File: src/rtl/regfile_hilo_if.sv
// rtl/regfile_hilo_if.sv - WB write buses and ID read ports of the GPR + HI/LO register file
interface regfile_hilo_if #(
  parameter int DW = 32,
  parameter int AW = 5
);
  // {we, waddr, wdata}
  logic [AW+DW:0]   wb_to_rf_bus;
  // {hi_we, lo_we, hi_i, lo_i}
  logic [2*DW+1:0]  wb_to_hilo_bus;
  logic [AW-1:0]    raddr1;
  logic [AW-1:0]    raddr2;
  logic [DW-1:0]    rdata1;
  logic [DW-1:0]    rdata2;
  logic [DW-1:0]    hi_o;
  logic [DW-1:0]    lo_o;

  // pipeline side: WB drives writes, ID drives read addresses and consumes data
  modport master (
    output wb_to_rf_bus, wb_to_hilo_bus, raddr1, raddr2,
    input  rdata1, rdata2, hi_o, lo_o
  );

  // register file side
  modport slave (
    input  wb_to_rf_bus, wb_to_hilo_bus, raddr1, raddr2,
    output rdata1, rdata2, hi_o, lo_o
  );
endinterface

File: src/rtl/regfile_hilo.sv
// rtl/regfile_hilo.sv - 32-entry GPR file plus HI/LO pair; RF_BYPASS_EN selects write-first reads
module regfile_hilo #(
  parameter int DW = 32,
  parameter int AW = 5
) (
  input  logic           clk,
  input  logic           rst,
  regfile_hilo_if.slave  rf
);
  localparam int DEPTH = 2 ** AW;

  logic          we;
  logic [AW-1:0] waddr;
  logic [DW-1:0] wdata;
  logic          hi_we;
  logic          lo_we;
  logic [DW-1:0] hi_i;
  logic [DW-1:0] lo_i;

  // entry 0 is never written and resets to 0, so it stays constant zero
  logic [DEPTH-1:0][DW-1:0] gpr_q, gpr_d;
  logic [DW-1:0]            hi_q, hi_d;
  logic [DW-1:0]            lo_q, lo_d;

  logic [DW-1:0] rdata1;
  logic [DW-1:0] rdata2;
  logic [DW-1:0] hi_rd;
  logic [DW-1:0] lo_rd;
  logic          gpr_wr;

  assign {we, waddr, wdata}         = rf.wb_to_rf_bus;
  assign {hi_we, lo_we, hi_i, lo_i} = rf.wb_to_hilo_bus;
  assign gpr_wr = we && (waddr != '0);

  // next architectural state: GPR and HI/LO writes are independent and may coincide
  always_comb begin
    gpr_d = gpr_q;
    hi_d  = hi_q;
    lo_d  = lo_q;
    if (gpr_wr) gpr_d[waddr] = wdata;
    if (hi_we)  hi_d = hi_i;
    if (lo_we)  lo_d = lo_i;
  end

  // state registers; reset takes priority over any write in the same cycle
  always_ff @(posedge clk) begin
    if (rst) begin
      gpr_q <= '0;
      hi_q  <= '0;
      lo_q  <= '0;
    end else begin
      gpr_q <= gpr_d;
      hi_q  <= hi_d;
      lo_q  <= lo_d;
    end
  end

  // combinational read ports; address 0 always reads zero, even when targeted by a write
  always_comb begin
    rdata1 = '0;
    rdata2 = '0;
    if (rf.raddr1 != '0) rdata1 = gpr_q[rf.raddr1];
    if (rf.raddr2 != '0) rdata2 = gpr_q[rf.raddr2];
    hi_rd = hi_q;
    lo_rd = lo_q;
`ifdef RF_BYPASS_EN
    // write-first: the WB value is visible in its own cycle, so ID needs no WB forwarding
    if (gpr_wr && (waddr == rf.raddr1)) rdata1 = wdata;
    if (gpr_wr && (waddr == rf.raddr2)) rdata2 = wdata;
    if (hi_we) hi_rd = hi_i;
    if (lo_we) lo_rd = lo_i;
`else
    // read-old: stored values only; new data appears one cycle after the write
`endif
  end

  assign rf.rdata1 = rdata1;
  assign rf.rdata2 = rdata2;
  assign rf.hi_o   = hi_rd;
  assign rf.lo_o   = lo_rd;
endmodule

File: src/flat_wrapper.sv
// flat-port wrapper written by rule: the top's interface ports become plain ports
module regfile_hilo_flat 
#(
  parameter int DW = 32,
  parameter int AW = 5
)
  (clk, rst, rf_wb_to_rf_bus, rf_wb_to_hilo_bus, rf_raddr1, rf_raddr2, rf_rdata1, rf_rdata2, rf_hi_o, rf_lo_o);
  regfile_hilo_if #(.DW(DW), .AW(AW)) rf_i ();
  input  logic clk;
  input  logic rst;
  input wire logic [$bits(rf_i.wb_to_rf_bus)-1:0] rf_wb_to_rf_bus;
  input wire logic [$bits(rf_i.wb_to_hilo_bus)-1:0] rf_wb_to_hilo_bus;
  input wire logic [$bits(rf_i.raddr1)-1:0] rf_raddr1;
  input wire logic [$bits(rf_i.raddr2)-1:0] rf_raddr2;
  output wire logic [$bits(rf_i.rdata1)-1:0] rf_rdata1;
  output wire logic [$bits(rf_i.rdata2)-1:0] rf_rdata2;
  output wire logic [$bits(rf_i.hi_o)-1:0] rf_hi_o;
  output wire logic [$bits(rf_i.lo_o)-1:0] rf_lo_o;
  assign rf_i.wb_to_rf_bus = rf_wb_to_rf_bus;
  assign rf_i.wb_to_hilo_bus = rf_wb_to_hilo_bus;
  assign rf_i.raddr1 = rf_raddr1;
  assign rf_i.raddr2 = rf_raddr2;
  assign rf_rdata1 = rf_i.rdata1;
  assign rf_rdata2 = rf_i.rdata2;
  assign rf_hi_o = rf_i.hi_o;
  assign rf_lo_o = rf_i.lo_o;
  regfile_hilo #(.DW(DW), .AW(AW)) u_core (.clk(clk), .rst(rst), .rf(rf_i));
endmodule
File: config.mk
export PLATFORM = sky130hd
export DESIGN_NAME = regfile_hilo_flat
export DESIGN_NICKNAME = d
export VERILOG_FILES = /design/src/rtl/regfile_hilo_if.sv /design/src/rtl/regfile_hilo.sv /design/src/flat_wrapper.sv
export SDC_FILE = /design/constraint.sdc
export NUM_CORES = 2
export LEC_CHECK = 0
export CORE_UTILIZATION = 50
export CTS_CLUSTER_DIAMETER = 30
export CTS_CLUSTER_SIZE = 8
export DETAILED_ROUTE_END_ITERATION = 7
export PLACE_DENSITY = 0.68
export SYNTH_ARGS = -nofsm -noshare
export SYNTH_HDL_FRONTEND = slang
export SYNTH_SLANG_ARGS = --single-unit
File: constraint.sdc
create_clock -name clk -period 5.6 [get_ports clk]
set_input_delay 0.84 -clock clk [delete_from_list [all_inputs] [get_ports clk]]
set_output_delay 0.84 -clock clk [all_outputs]
set_load 0.03 [all_outputs]
* After elaboration in Yosys (flattened, before gate mapping)
Cells that the tools add are included.
** Word-level totals
- Flip-flop bits (word level) :: 1088
- Bits in latches :: 0
- Bits in writable memories :: 0
- Bits in read-only memories :: 0
- Input port bits :: 116
- Output and inout port bits :: 128
- Word-level logic and storage cells :: 52
- Memories kept :: 0
** Operators by class
- $add $sub $neg :: 0
- $mul :: 0
- Divide/modulo/power cells :: 0
- Magnitude comparators :: 4
- Eq/ne operators :: 0
- Shifts and indexed selects :: 0
- Muxes and demuxes :: 9
- Bitwise operators :: 0
- Reduce and logical (&&, ||, !) cells :: 5
** Operator list (number)
- $bwmux 1024 :: 1
- $bmux 32 s5 :: 2
- $demux 32 s5 :: 1
- $mux 32 :: 5
- $lt 5x6->1 const B :: 3
- $reduce_bool 5->1 :: 3
- $ge 5x1->1 const B :: 1
- $logic_and 1x1->1 :: 2

* Logic depth before layout (Yosys ltp)
- Word-level depth :: 5
- Mapped depth :: 7
- Gate-level depth less buffers :: 4

* Least setup slack after synthesis
OpenSTA, ideal clock, no wires.
- Path type :: in2out
- Start point :: in rf_raddr1[0]
- End point :: out rf_rdata1[11]
- Arrival time :: 2666 ps
- Data required time :: 4760 ps
- Slack :: 2094 ps
- Stages on the path :: 7
- Buffers on the path :: 3
- Cell sequence :: buf_4 buf_8 and2b_4 buf_6 a221oi_1 o21ai_0 a311oi_1
** On the way
- Cells in the longest elaborated chain, start to end :: 3
- Elaborated cells between the ends (all ways) :: 4
- Classes of those cells :: 3 x mux; 1 x reduce/logical
** Ends and longest elaborated chain
- start, declared :: line flat_wrapper.sv:13 : input wire logic [$bits(rf_i.raddr1)-1:0] rf_raddr1;
- $bmux 32 s5 :: line regfile_hilo.sv:62 : if (rf.raddr1 != '0) rdata1 = gpr_q[rf.raddr1];
- $mux 32 (implied by the code) :: line regfile_hilo.sv:62
- $mux 32 * :: line regfile_hilo.sv:62
- end, declared :: line flat_wrapper.sv:15 : output wire logic [$bits(rf_i.rdata1)-1:0] rf_rdata1;
Mark *: on every way between the ends. The rest lies on a longest branch, timed or not. The select of a mux whose other input is x is not followed.

* Final worst setup path
- Start point :: in rf_raddr2[2]
- End point :: out rf_rdata2[0]
** On the way
- Cells in the longest elaborated chain, start to end :: 3
- Elaborated cells between the ends (all ways) :: 4
- Classes of those cells :: 3 x mux; 1 x reduce/logical
** Ends and longest elaborated chain
- start, declared :: line flat_wrapper.sv:14 : input wire logic [$bits(rf_i.raddr2)-1:0] rf_raddr2;
- $bmux 32 s5 :: line regfile_hilo.sv:63 : if (rf.raddr2 != '0) rdata2 = gpr_q[rf.raddr2];
- $mux 32 (implied by the code) :: line regfile_hilo.sv:63
- $mux 32 * :: line regfile_hilo.sv:63
- end, declared :: line flat_wrapper.sv:16 : output wire logic [$bits(rf_i.rdata2)-1:0] rf_rdata2;
Marked as above.

==> summary.txt <==
Worst setup path
  • Critical path arrival: approximately 4200 ps
  • Crit. End Element: output port
  • Max Fanout on Critical Path: 73
  • CP required: ~4800 ps
  • WS Path Type: input port to output port
  • CP Launch Type: input port

Logic synthesis
  • Ys flop type: dfxtp_1
  • Register bit total from synthesis: 1088
  • Post-synth ARST share: 0
  • Mapped Cells: around 6100
  • Seq/Total Area, Yosys: 0.401
  • Synth Cell Area: around 0.054 sq mm
  • Post-synth EDFFs: 0
  • Syn avg cell area: roughly 9.0 sq um
  • Yosys warns: 0
  • Post-synth net total: 6174
  • Post-synthesis cell type count: a little over 40

Die
  • Core ar.: ~0.11 sq mm
  • Die height: roughly 330 um
  • I/O pin count: ~240
  • Starting Density: 0.505
  • Die ar.: about 0.11 sq mm
  • Die width: 331 um
  • Cell Rows: 120

Timing
  • Hold Vio Cnt, Final: 0
  • Worst-Margin Slew: approximately 1400 ps
  • Final worst path period share: 0.894
  • Final Skew: 0 ps
  • Max transition margin: 0.0654
  • FMAX: around 0.20 GHz
  • Min Tclk post-route: about 5000 ps
  • RSZ-0062 raised after global routing: no
  • Finish-stage setup viols: 0
  • TNS Setup: 0 ps
  • Slew Viols, Final: 0
  • Hold_ws: about 460 ps

Clock tree
  • Hold buffers post-CTS: 0
  • H-tree Lvls: 4
  • TritonCTS Buffers: ~240
  • Cts repair resizes: 0
  • Clk_lat worst skew: between 800 and 900 ps
  • CTS tree: built
  • Clock Sinks: roughly 1100
  • Clk buf depth: 3
  • Clock Pin Slew Worst Setup and Hold Paths: approximately 40 ps
  • Root Buffer: clkbuf_16
  • Setup bufs post-CTS: 0

Routing
  • Routed Antenna Nets: 0
  • Drt wl/cell: 28.1 um
  • Iteration-0 DRC Markers: between 8000 and 9000
  • TritonRoute pass-1 iters: 7
  • Via count: 51000
  • Vias/cell: 6.62
  • # DRC: 0
  • Routed WL: around 220000 um

Pwr
  • Sw Ratio: 0.243
  • Internal power: about 18000 uW
  • Clock power frac: 0.597
  • Psw: approximately 5800 uW
  • Combinational share of power: 0.074
  • Pwr Density: about 370 mW/mm^2
  • Leak: roughly 0.022 uW
  • Sequential Power Share: 0.329
  • Worst IR Drop VDD: 0.000311 V

Final layout
  • Final nets: slightly above 6000
  • Layout cell share with drive strength beyond 1: 0.190
  • Area delta synth->final: 20.9%
  • Filler cells: 8645
  • Post-route insts no fill: ~7700
  • Reg area: around 0.022 sq mm
  • Area occupied by multi-input gates: 0.0296 sq mm

Global route
  • Total grt overflow: 0
  • GR Util All Layers: 0.383
  • Initial antenna violation count: 12
  • Vias in the first global route: between 40000 and 50000
  • First-pass GRT wire length: approximately 320000 um
  • Largest net degree at the start of global routing: 173

Run status
  • Status: complete, no violations

Run
  • Max Cap Viol: 0

Place
  • DP Wirelength: 129000 um
  • PortBufs: around 240
  • Routability Congestion: about 0.96
  • Dpl cells: just over 7000

Worst hold path
  • HP Class: flop to flop
-- area by class of cell --
cell class,count,share of cell area
Timing Repair Buffer,418,0.0637
Inverter,2,0.000153
Clock buffer,304,0.101
Antenna cell,8,0.000305
Tap cell,1403,0.0268
Sequential cell,1088,0.332
Multi-Input combinational cell,4345,0.451
Clock inverter,128,0.0246
-- worst max-delay path, stage by stage --
cell             delay [ps]
buf_8                   530
buf_4                   510
mux4_2                  270
mux2_2                  170
o21ai_1                  60
a311oi_1                830
clkdlybuf4s50_1         830
-- flip-flops by register name, indices dropped and copies added, names as in the netlist --
signal          flops
u_core.gpr_q     1024
u_core.rf.lo_o     32
u_core.rf.hi_o     32
-- logic make-up (layout without fill, tap and decap cells) --
family | Yosys count | in the layout | synth area share
AOI/OAI and AO/OA | 1358 | 1358 | 0.140
buffers and inverters | 625 | 852 | 0.0571
and+or+nand+nor | 2283 | 2283 | 0.167
DFF | 1088 | 1088 | 0.401
other | 0 | 8 | 0
muxes | 704 | 704 | 0.235
-- layer usage --
metal,track usage,share of wire,up-vias
li1,-,-,21300
met4,0.259,0.072,8
met3,0.124,0.14,1023
met5,0,0.00028,-
met1,0.478,0.35,24500
met2,0.565,0.43,4138
-- path summary, 6_finish.rpt --
kind,startpoint,endpoint,slack [ps],depth (start not counted)
max reg2reg,u_core.gpr_q[630]$_SDFFE_PP0P_,u_core.gpr_q[630]$_SDFFE_PP0P_,4850,2
max,rf_raddr2[2],rf_rdata2[0],590,7
min,u_core.gpr_q[929]$_SDFFE_PP0P_,u_core.gpr_q[929]$_SDFFE_PP0P_,460,2
min reg2reg,u_core.gpr_q[929]$_SDFFE_PP0P_,u_core.gpr_q[929]$_SDFFE_PP0P_,460,2
-- cells in the final DEF (no fill, tap or decap), types with 96 or more instances in the layout --
cell type        instances
nand2_1               2026
dfxtp_1               1088
a21oi_1                992
mux4_2                 446
clkbuf_16              242
clkdlybuf4s50_1        216
mux2i_1                192
buf_4                  150
o21ai_1                104
nor2b_1                 96
-- power by group through the flow --
stage | combinational, uW | clock, uW | sequential [uW]
after floorplan | 997 | 0 | 8080
after global placement | 1710 | 0 | 8040
after detailed placement | 1720 | 0 | 8040
after CTS | 1730 | 14300 | 7900
after global routing | 1820 | 14700 | 7900
final | 1780 | 14300 | 7900
-- synth_stat cells (45+ instances only) --
cell type	instances	area share
mux2_2	64	0.013
nor2_1	79	0.0055
mux2i_1	192	0.035
a311oi_1	64	0.010
o21ai_1	104	0.0096
nand2_1	2051	0.14
clkbuf_1	338	0.023
mux4_2	446	0.19
a211oi_1	64	0.0089
a22oi_1	64	0.0089
nor2b_1	98	0.011
buf_2	168	0.015
dfxtp_1	1088	0.40
a221oi_1	45	0.0073
a21oi_1	992	0.092
buf_4	66	0.0091
-- metrics by stage --
stage                     setup slack (ps)  utilization  power [uW]  area, sq um
after floorplan                       2090            -        9080        54300
after global placement                 700        0.534        9750        57300
after detailed placement               691        0.534        9760        57300
after CTS                              673        0.611       23900        65600
after global routing                   475        0.611       24500        65600
final                                  593        0.611       24000        65600
No activity file was read; power rests on OpenSTA's default activity.
